$ cat src/rtl/int_ctrl.sv
// int_ctrl: 16-source edge-triggered priority interrupt controller with an MIO slave port.
module int_ctrl (
  input  logic        clk,
  input  logic        reset,
  input  logic [15:0] irq_in,
  input  logic        cs,
  input  logic        we,
  input  logic        re,
  input  logic [4:0]  addr,
  input  logic [31:0] wdata,
  output logic [31:0] rdata,
  output logic        ready,
  output logic        int_out,
  output logic [31:0] cause_out
);

  localparam int unsigned NSRC = 16;
  localparam int unsigned IDXW = 4;
  localparam int unsigned DW   = 32;
  localparam int unsigned SELW = 3;

  localparam logic [SELW-1:0] REG_PEND  = 3'd0;
  localparam logic [SELW-1:0] REG_EN    = 3'd1;
  localparam logic [SELW-1:0] REG_CAUSE = 3'd2;
  localparam logic [SELW-1:0] REG_ACK   = 3'd3;
  localparam logic [SELW-1:0] REG_SWSET = 3'd4;

  typedef enum logic [1:0] {IDLE, RESP, HOLD} state_t;

  state_t            state;
  state_t            state_next;
  logic              accept;
  logic [NSRC-1:0]   s1, s2, s3;
  logic [NSRC-1:0]   rise;
  logic [NSRC-1:0]   pending;
  logic [NSRC-1:0]   enable;
  logic [NSRC-1:0]   active;
  logic [NSRC-1:0]   clr;
  logic [NSRC-1:0]   swset;
  logic              en_load;
  logic [IDXW-1:0]   win_idx;
  logic [DW-1:0]     rd_val;
  logic [SELW-1:0]   sel;
  logic              unused_bits;

  assign sel         = addr[4:2];
  assign rise        = s2 & ~s3;
  assign active      = pending & enable;
  assign unused_bits = ^{addr[1:0], wdata[31:16]};

  // Two-flop synchroniser plus history flop for rising-edge detection.
  always_ff @(posedge clk or negedge reset) begin
    if (!reset) begin
      s1 <= '0;
      s2 <= '0;
      s3 <= '0;
    end else begin
      s1 <= irq_in;
      s2 <= s1;
      s3 <= s2;
    end
  end

  // Bus FSM state register.
  always_ff @(posedge clk or negedge reset) begin
    if (!reset) state <= IDLE;
    else        state <= state_next;
  end

  // Bus FSM next state; an access is only accepted from IDLE.
  always_comb begin
    state_next = state;
    accept     = 1'b0;
    case (state)
      IDLE: begin
        if (cs && (we || re)) begin
          state_next = RESP;
          accept     = 1'b1;
        end
      end
      RESP:    state_next = cs ? HOLD : IDLE;
      HOLD:    if (!cs) state_next = IDLE;
      default: state_next = IDLE;
    endcase
  end

  // Write side effects, active only on the accepting edge.
  always_comb begin
    clr     = '0;
    swset   = '0;
    en_load = 1'b0;
    if (accept && we) begin
      case (sel)
        REG_PEND:  clr     = wdata[NSRC-1:0];
        REG_EN:    en_load = 1'b1;
        REG_ACK:   if (int_out) clr = NSRC'(1) << cause_out[IDXW-1:0];
        REG_SWSET: swset   = wdata[NSRC-1:0];
        default:   ;
      endcase
    end
  end

  // Pending and enable registers; a set in the same cycle beats a clear.
  always_ff @(posedge clk or negedge reset) begin
    if (!reset) begin
      pending <= '0;
      enable  <= '0;
    end else begin
      pending <= (pending & ~clr) | rise | swset;
      if (en_load) enable <= wdata[NSRC-1:0];
    end
  end

  // Lowest set index of active wins.
  always_comb begin
    logic found;
    win_idx = '0;
    found   = 1'b0;
    for (int i = 0; i < int'(NSRC); i++) begin
      if (active[i] && !found) begin
        win_idx = IDXW'(i);
        found   = 1'b1;
      end
    end
  end

  // Registered interrupt request and cause towards the CPU.
  always_ff @(posedge clk or negedge reset) begin
    if (!reset) begin
      int_out   <= 1'b0;
      cause_out <= '0;
    end else begin
      int_out   <= |active;
      cause_out <= (|active) ? DW'(win_idx) : '0;
    end
  end

  // Register read mux, evaluated on pre-write state.
  always_comb begin
    rd_val = '0;
    case (sel)
      REG_PEND:  rd_val = DW'(pending);
      REG_EN:    rd_val = DW'(enable);
      REG_CAUSE: rd_val = {int_out, 27'b0, cause_out[IDXW-1:0]};
      default:   rd_val = '0;
    endcase
  end

  // Handshake and read data; rdata is zero whenever ready is low.
  always_ff @(posedge clk or negedge reset) begin
    if (!reset) begin
      ready <= 1'b0;
      rdata <= '0;
    end else begin
      ready <= (state_next != IDLE);
      if (accept)                   rdata <= rd_val;
      else if (state_next == IDLE)  rdata <= '0;
    end
  end

endmodule

$ cat config.mk
export PLATFORM = sky130hd
export DESIGN_NAME = int_ctrl
export DESIGN_NICKNAME = d
export VERILOG_FILES = /design/src/rtl/int_ctrl.sv
export SDC_FILE = /design/constraint.sdc
export NUM_CORES = 1
export LEC_CHECK = 0
export BUFFER_PORTS_ARGS = -buffer_cell sky130_fd_sc_hd__buf_2
export CORE_MARGIN = 2
export CORE_UTILIZATION = 45
export CTS_CLUSTER_SIZE = 25
export DETAILED_ROUTE_END_ITERATION = 7
export HOLD_SLACK_MARGIN = 0.08
export PLACE_DENSITY = 0.8
export SYNTH_ARGS = -nofsm -noshare
export SYNTH_HDL_FRONTEND = slang
export SYNTH_SLANG_ARGS = --single-unit
$ cat constraint.sdc
create_clock -name clk -period 2.1 [get_ports clk]
set_input_delay 0.63 -clock clk [delete_from_list [all_inputs] [get_ports clk]]
set_output_delay 0.63 -clock clk [all_outputs]
set_load 0.01 [all_outputs]
==> results.yml, run 1 <==
outcome:
  status: "completed"
sta:
  hold_viol_final: 0
  maxSlewHeadroom: 0.570
  setup_viol: 0
  tns_ns: 0
  period_minus_slack_ns: 1.85
  max_freq_ghz: 0.540
  period_share: 0.883
  rsz0062_at_grt: "no"
  slew_viol_final: 0
  fin_worst_skew_ns: 0.00817
  worst_slew_pin_slew_ns: 0.646
critical_path:
  critPathKind: "reg -> reg"
  end_kind: "register"
  arrival_ns: 2.10
  worstPathMaxFanout: 16
  critPathRequiredTime_ns: 2.35
  critPathLaunchType: "register"
detailed_routing:
  drt_iter0_markers: 153
  viasPerCell: 4.98
  dr.pass1.iters: 4
  vias: 2791
  drt-total-wl_um: 8550
  drc: 0
  wire_per_inst_um: 15.2
  final_antenna_net_count: 0
synthesis:
  yosysTopAreaCell: "dfrtp_1"
  synth.top_cell.area_share: 0.588
  synth_flop_cell: "dfrtp_1"
  seq_area_frac_synth: 0.588
  ys_seq_elements: 105
  synth_area_um2: 4470
  synth_edf_count: 0
  syn_avg_cell_area_um2: 12.6
  synth_cell_type_count: 43
  synth_warnings: 0
  synth-async-reset-ratio: 1.00
  synth_cells: 355
  synth_area_leaders: "dfrtp_1 (59%), buf_4 (7.2%), a22o_1 (4.1%)"
global_route:
  grt_pass1_vias: 2712
  grt_max_degree: 106
  gr-total-overflow: 0
  antenna_found_initial: 0
  grtUsageTotal: 0.162
  grt_pass1_wl_um: 13800
die:
  die_w_um: 104
  start_util: 0.459
  die_area_um2: 10700
  core_area_um2: 9730
  ioPinCount: 124
  core.rowCount: 36
  die_h_um: 104
clocking:
  cts.sinks: 105
  ctsHoldBuffers: 0
  clock_path_buffers: 2
  clock_latency_ns: 0.36
  cts_made_buffers: 9
  cts-root-buf: "clkbuf_8"
  cts_post_setup_buffers_inserted: 0
  cts.clk_slew.worst_paths_ns: 0.09
  cts_tree: "yes"
  cts_resized: 0
  htreeDepth: 3
power_and_ir_drop:
  cellPowerDensity_nw_per_um2: 937
  irDropWorstVdd_uv: 439
  p_leak_nw: 2.42
layout:
  multiInputGateArea_um2: 1580
  area_growth_pct: 12.8
  final_core_utilization: 0.519
  fillers: 892
  n_antenna_cell: 0
  seq_area_um2: 2630
  nNetsFinal: 481
  drive_gt1_frac: 0.245
  finish.instance_area_um2: 5040
worst_hold_path:
  min_path_type: "in -> async"
place:
  place.gp.congestion: 0.802
  port-buffer-count: 62
  postPlaceCellArea_um2: 4810
  dp_hpwl_um: 6150
job:
  maxCapViolCount: 0
registers in the layout, summed over array words and instances, names as in the netlist:
register	count
s2	16
cause_out	4
int_out	1
s1	16
state	2
enable	16
s3	16
pending	16
rdata	17
ready	1
cells in the mapped netlist (6+ instances only):
library cell / number
a21o_1: 12
a22o_1: 21
a32oi_1: 13
buf_4: 43
dfrtp_1: 105
inv_1: 12
mux2_2: 6
mux2_4: 10
mux2i_1: 16
nand2_1: 31
nor2_1: 6
nor2b_1: 11
o21ai_0: 16
per-layer routing:
| metal | share of wire | wire length [um] | track usage | up-vias |
|---|---|---|---|---|
| li1 | - | - | - | 1322 |
| met1 | 0.44 | 3720 | 0.209 | 1374 |
| met2 | 0.49 | 4220 | 0.271 | 88 |
| met3 | 0.062 | 529 | 0.0466 | 7 |
| met4 | 0.0084 | 72 | 0.0425 | 0 |
| met5 | 0 | 0 | 0 | - |
power breakdown:
part / internal (mW) / total, mW / switching (mW) / leakage, nW
Clock: 0.743 / 1.40 / 0.659 / 0.116
Sequential: 2.23 / 2.47 / 0.241 / 1.24
Combinational: 0.397 / 0.860 / 0.463 / 1.06
Total: 3.36 / 4.73 / 1.36 / 2.42
cells by family (layout without fill, tap and decap cells):
logic type,Yosys count,in the layout,share of synthesized area
xor gates and xnor gates,1,1,0.00196
muxes,32,32,0.0845
AOI/OAI and AO/OA,84,84,0.146
DFF,105,105,0.588
other,1,43,0.000839
and+or+nand+nor,66,66,0.0842
buffers and inverters,66,97,0.0943
final timing paths:
path	start	end	slack, ns	depth (start not counted)
max in group asynchronous	reset	pending[4]	1.37	2
hold reg to reg	s1[6]	s2[6]	0.35	0
setup / recovery	state[1]	enable[10]	0.25	4
hold / removal	reset	s1[13]	0.31	2
setup reg to reg	state[1]	enable[10]	0.25	4
min in group clk	s1[6]	s2[6]	0.35	0
critical path, cell delays in order (launching register included):
cell and delay (ns):
dfrtp_1 0.42, nand4bb_4 0.27, or4b_1 0.49, buf_4 0.24, mux2_4 0.32
cells in the final DEF, fill, tap and decap left out, types with 2 or more instances in the layout:
| cell | count |
|---|---|
| a21boi_0 | 5 |
| a21o_1 | 12 |
| a221o_1 | 5 |
| a22o_1 | 21 |
| a22oi_1 | 2 |
| a32o_1 | 3 |
| a32oi_1 | 13 |
| and2_1 | 2 |
| buf_12 | 2 |
| buf_2 | 61 |
| buf_4 | 6 |
| bufinv_16 | 2 |
| clkbuf_8 | 11 |
| conb_1 | 43 |
| dfrtp_1 | 105 |
| inv_1 | 12 |
| mux2_2 | 6 |
| mux2_4 | 10 |
| mux2i_1 | 16 |
| nand2_1 | 31 |
| nand4_1 | 4 |
| nor2_1 | 6 |
| nor2b_1 | 11 |
| o21ai_0 | 16 |
| or3_1 | 2 |
metrics by stage:
stage / hold WS (ns) / power, mW / std cells / setup slack [ns]
2_1_floorplan: 0.331 / 3.07 / 397 / 0.0537
3_5_place_dp: 0.335 / 3.35 / 545 / 0.0288
3_3_place_gp: 0.335 / 3.31 / 545 / 0.0492
5_1_grt: 0.345 / 4.96 / 561 / 0.167
4_1_cts: 0.342 / 4.77 / 561 / 0.243
6_report: 0.312 / 4.73 / 561 / 0.246
cell type report:
class / instances / area share
flip-flops and latches: 105 / 0.521
multi-input cells: 226 / 0.313
repair buffers: 69 / 0.0774
well taps: 133 / 0.0330
clock buffers: 11 / 0.0300
clock inverters: 5 / 0.0169
inverters: 12 / 0.00893
(Power assumes the default switching activity.)
==> run 2, diff against run 1 <==
Settings changed: PLACE_DENSITY 0.8 to 0.73.
==> run 2 against run 1 <==
  * Non-clock buffer count increased by 4
  * Setup slack better by 0.022 ns
  * Worst hold slack lost 0.14 ns
  * Clock skew up 0.0054 ns
  * Die area unchanged
  * Critical endpoint is now pending[5]
  * Clock power is essentially flat
  * Largest power group unchanged
  * Power is 0.59% lower
  * Register-to-register slack improved by 0.02 ns
==> results.yml, run 2 (synthesis results as in run 1) <==
power_and_ir_drop:
  irDropWorstVdd_uv: 485
  cell_internal_pwr_mw: 3.34
  power_mw: 4.70
  clockPowerShare: 0.291
  p_leak_nw: 2.43
  p_switching_mw: 1.36
  p_seq_frac: 0.524
  swShare: 0.290
  cellPowerDensity_nw_per_um2: 929
  p_comb_frac: 0.185
detailed_routing:
  wl_met2_um: 4090
  highest_layer: "met4"
  drc: 0
  wl_met1_um: 3710
  drt_iter0_markers: 166
  final_antenna_net_count: 0
  route.met3.wl_um: 522
  vias: 2787
  viasPerCell: 4.93
  wire_per_inst_um: 15.0
  drt-total-wl_um: 8470
  dr.pass1.iters: 4
clocking:
  cts.sinks: 105
  cts_resized: 0
  cts-root-buf: "clkbuf_8"
  cts_post_setup_buffers_inserted: 0
  ctsHoldBuffers: 0
  clock_latency_ns: 0.36
  cts_made_buffers: 9
  cts_tree: "yes"
  cts.clk_slew.worst_paths_ns: 0.11
  clock_path_buffers: 2
  htreeDepth: 3
sta:
  worst_slew_pin_slew_ns: 0.528
  tns_ns: 0
  period_minus_slack_ns: 1.83
  maxSlewHeadroom: 0.648
  slew_viol_final: 0
  max_freq_ghz: 0.546
  hold_viol_final: 0
  rsz0062_at_grt: "no"
  period_share: 0.872
  setup_viol: 0
  fin_worst_skew_ns: 0.0135
place:
  dp_hpwl_um: 6150
  port-buffer-count: 62
  place.gp.congestion: 0.777
global_route:
  grt_max_degree: 53
  grtUsageTotal: 0.160
  gr-total-overflow: 0
  grt_pass1_wl_um: 13800
  grt_pass1_vias: 2816
  antenna_found_initial: 0
critical_path:
  critPathLaunchType: "register"
  rrSetupSlack_ns: 0.27
  worstPathMaxFanout: 16
  critPathKind: "reg -> reg"
  arrival_ns: 2.07
  end_kind: "register"
  critPathRequiredTime_ns: 2.34
die:
  die_h_um: 104
  start_util: 0.459
  core_area_um2: 9730
  ioPinCount: 124
  die_area_um2: 10700
  core.rowCount: 36
  die_w_um: 104
outcome:
  status: "completed"
layout:
  nNetsFinal: 485
  top_register: "rdata"
  n_antenna_cell: 0
  final_cell_mix: "dfrtp_1 (105), buf_2 (61), conb_1 (43), nand2_1 (31), a22o_1 (21)"
  area_growth_pct: 13.2
  drive_gt1_frac: 0.248
  largest_register_ffs: 17
  fillers: 863
  final_common_cell: "dfrtp_1"
job:
  maxCapViolCount: 0
worst_hold_path:
  min_path_type: "in -> async"
## run 2: through the flow
| step | instance area [um^2] | setup WS, ns | util | hold WS, ns | std cells |
|---|---|---|---|---|---|
| final | 5060 | 0.268 | 0.520 | 0.169 | 565 |
| after global routing | 5060 | 0.145 | 0.520 | 0.182 | 565 |
| after CTS | 5060 | 0.258 | 0.520 | 0.168 | 565 |
| after detailed placement | 4840 | 0.0397 | 0.497 | 0.336 | 549 |
| after global placement | 4840 | 0.0523 | 0.497 | 0.334 | 549 |
| after floorplan | 4630 | 0.0537 | - | 0.331 | 397 |
## run 2: final timing paths
kind	endpoint	start	cells past startpoint
setup reg to reg	pending[5]	state[1]	6
max in group asynchronous	pending[4]	reset	2
hold reg to reg	s2[12]	s1[12]	0
setup / recovery	pending[5]	state[1]	6
min in group clk	s2[12]	s1[12]	0
hold / removal	enable[14]	reset	1
## run 2: final cells by class
class / count / area, um^2 / share of cell area
clock buffers: 12 / 145 / 0.0287
clock inverters: 4 / 76.3 / 0.0151
inverters: 12 / 45.0 / 0.00890
multi-input cells: 226 / 1580 / 0.312
flip-flops and latches: 105 / 2630 / 0.519
well taps: 133 / 166 / 0.0329
repair buffers: 73 / 420 / 0.0831
## run 2: per-layer routing
| metal | track usage | vias up |
|---|---|---|
| li1 | - | 1336 |
| met1 | 0.209 | 1343 |
| met2 | 0.263 | 96 |
| met3 | 0.0334 | 12 |
| met4 | 0.0656 | 0 |
| met5 | 0 | - |
## run 2: critical path, stage by stage (launching register included)
cell and delay (ns):
dfrtp_1 0.41, nand4bb_4 0.26, buf_4 0.17, nor4_2 0.18, buf_4 0.27, a21boi_0 0.11, a221o_1 0.32
## run 2: power groups by stage
stage / Sequential (mW) / Combinational (mW) / Clock [mW]
2_1_floorplan: 2.44 / 0.624 / 0
3_3_place_gp: 2.49 / 0.839 / 0
3_5_place_dp: 2.50 / 0.866 / 0
4_1_cts: 2.46 / 0.869 / 1.39
5_1_grt: 2.49 / 0.951 / 1.49
6_report: 2.46 / 0.870 / 1.37
==> run 3, diff against run 2 <==
Settings changed: PLACE_DENSITY 0.73 to 0.78.
==> run 3 against run 2 <==
  * Via count up 1.3%
  * Critical path depth decreased by 2
  * Clock-buffer cell count down 2
  * Routed wire length is 1.5% higher
  * First-iteration DRC count increased by 20%
  * Critical endpoint is now enable[7]
==> results.yml, run 3 (synthesis results as in run 1) <==
outcome:
  status: "completed"
layout:
  largest_register_ffs: 17
  final_cell_mix: "dfrtp_1 (105), buf_2 (61), conb_1 (43), nand2_1 (31), a22o_1 (21)"
  nNetsFinal: 483
  seq_area_um2: 2630
  drive_gt1_frac: 0.249
  n_antenna_cell: 0
  final_common_cell: "dfrtp_1"
  multiInputGateArea_um2: 1580
  area_growth_pct: 12.7
  top_register: "rdata"
  fillers: 890
power_and_ir_drop:
  p_seq_frac: 0.537
  p_switching_mw: 1.39
  p_leak_nw: 2.42
  power_mw: 4.61
  swShare: 0.302
  p_comb_frac: 0.187
  cellPowerDensity_nw_per_um2: 914
  clockPowerShare: 0.276
  cell_internal_pwr_mw: 3.22
  irDropWorstVdd_uv: 355
clocking:
  ctsHoldBuffers: 0
  cts.sinks: 105
  cts.clk_slew.worst_paths_ns: 0.09
  clock_path_buffers: 2
  cts-root-buf: "clkbuf_8"
  cts_resized: 0
  clock_latency_ns: 0.37
  cts_made_buffers: 9
  cts_post_setup_buffers_inserted: 0
  htreeDepth: 3
  cts_tree: "yes"
sta:
  slew_viol_final: 0
  rsz0062_at_grt: "no"
  worst_slew_pin_slew_ns: 0.626
  maxSlewHeadroom: 0.583
  hold_viol_final: 0
  fin_worst_skew_ns: 0.0108
  tns_ns: 0
  setup_viol: 0
  max_freq_ghz: 0.540
  period_minus_slack_ns: 1.85
  period_share: 0.881
die:
  die_h_um: 104
  die_area_um2: 10700
  ioPinCount: 124
  core_area_um2: 9730
  start_util: 0.459
  core.rowCount: 36
  die_w_um: 104
global_route:
  busiest_layer: "met2"
  gr-total-overflow: 0
  grt_max_degree: 51
  grt_use_met1: 0.221
  grt_use_met2: 0.270
  grt_pass1_wl_um: 14300
  grt_pass1_vias: 2777
  grt_util_met3: 0.0378
  grtUsageTotal: 0.166
  antenna_found_initial: 0
place:
  port-buffer-count: 62
  dp_hpwl_um: 6240
  place.gp.congestion: 0.828
detailed_routing:
  drc: 0
  dr.pass1.iters: 4
  final_antenna_net_count: 0
  drt-total-wl_um: 8600
  vias: 2823
  viasPerCell: 5.01
  drt_iter0_markers: 199
  wire_per_inst_um: 15.3
critical_path:
  worstPathMaxFanout: 16
  critPathLaunchType: "register"
  arrival_ns: 2.11
  critPathKind: "reg -> reg"
  critPathRequiredTime_ns: 2.36
  end_kind: "register"
job:
  maxCapViolCount: 0
worst_hold_path:
  min_path_type: "in -> async"
==> run 3: path summary, 6_finish.rpt <==
path                                   to  cells after the start  startpoint  slack [ns]
worst max-delay path            enable[7]                      4    state[1]        0.25
worst min-delay path               s1[13]                      1       reset        0.17
worst max register to register  enable[7]                      4    state[1]        0.25
worst min register to register      s2[4]                      0       s1[4]        0.36
max in group asynchronous       enable[1]                      2       reset        1.36
min in group clk                    s2[4]                      0       s1[4]        0.36
==> run 3: layer usage <==
layer	routed length, um	vias to the layer above
li1	-	1335
met1	3810	1374
met2	4090	105
met3	587	9
met4	105	0
met5	0	-
==> run 3: through the flow <==
stage	area (um^2)	hold slack, ns	util	instances	setup WS [ns]
after floorplan	4630	0.331	-	397	0.0537
after global placement	4840	0.334	0.497	547	0.0429
after detailed placement	4840	0.335	0.497	547	0.0434
after CTS	5040	0.174	0.518	563	0.256
after global routing	5040	0.172	0.518	563	0.166
final	5040	0.171	0.518	563	0.249
==> run 3: area by class of cell <==
| cell class | instances | area share |
|---|---|---|
| Sequential cell | 105 | 0.521 |
| Multi-Input combinational cell | 226 | 0.313 |
| Timing Repair Buffer | 71 | 0.0829 |
| Tap cell | 133 | 0.0330 |
| Clock buffer | 10 | 0.0273 |
| Clock inverter | 6 | 0.0132 |
| Inverter | 12 | 0.00894 |
==> run 3: power groups by stage <==
| stage | Clock (mW) | Sequential [mW] | Combinational, mW |
|---|---|---|---|
| after floorplan | 0 | 2.44 | 0.624 |
| after global placement | 0 | 2.49 | 0.833 |
| after detailed placement | 0 | 2.50 | 0.858 |
| after CTS | 1.30 | 2.46 | 0.861 |
| after global routing | 1.38 | 2.50 | 0.947 |
| final | 1.27 | 2.47 | 0.861 |
==> run 3: worst max-delay path: stages, from the launching register on <==
cell and delay [ns]:
dfrtp_1 0.42, nand4bb_4 0.27, or4b_1 0.49, buf_4 0.24, mux2_4 0.32
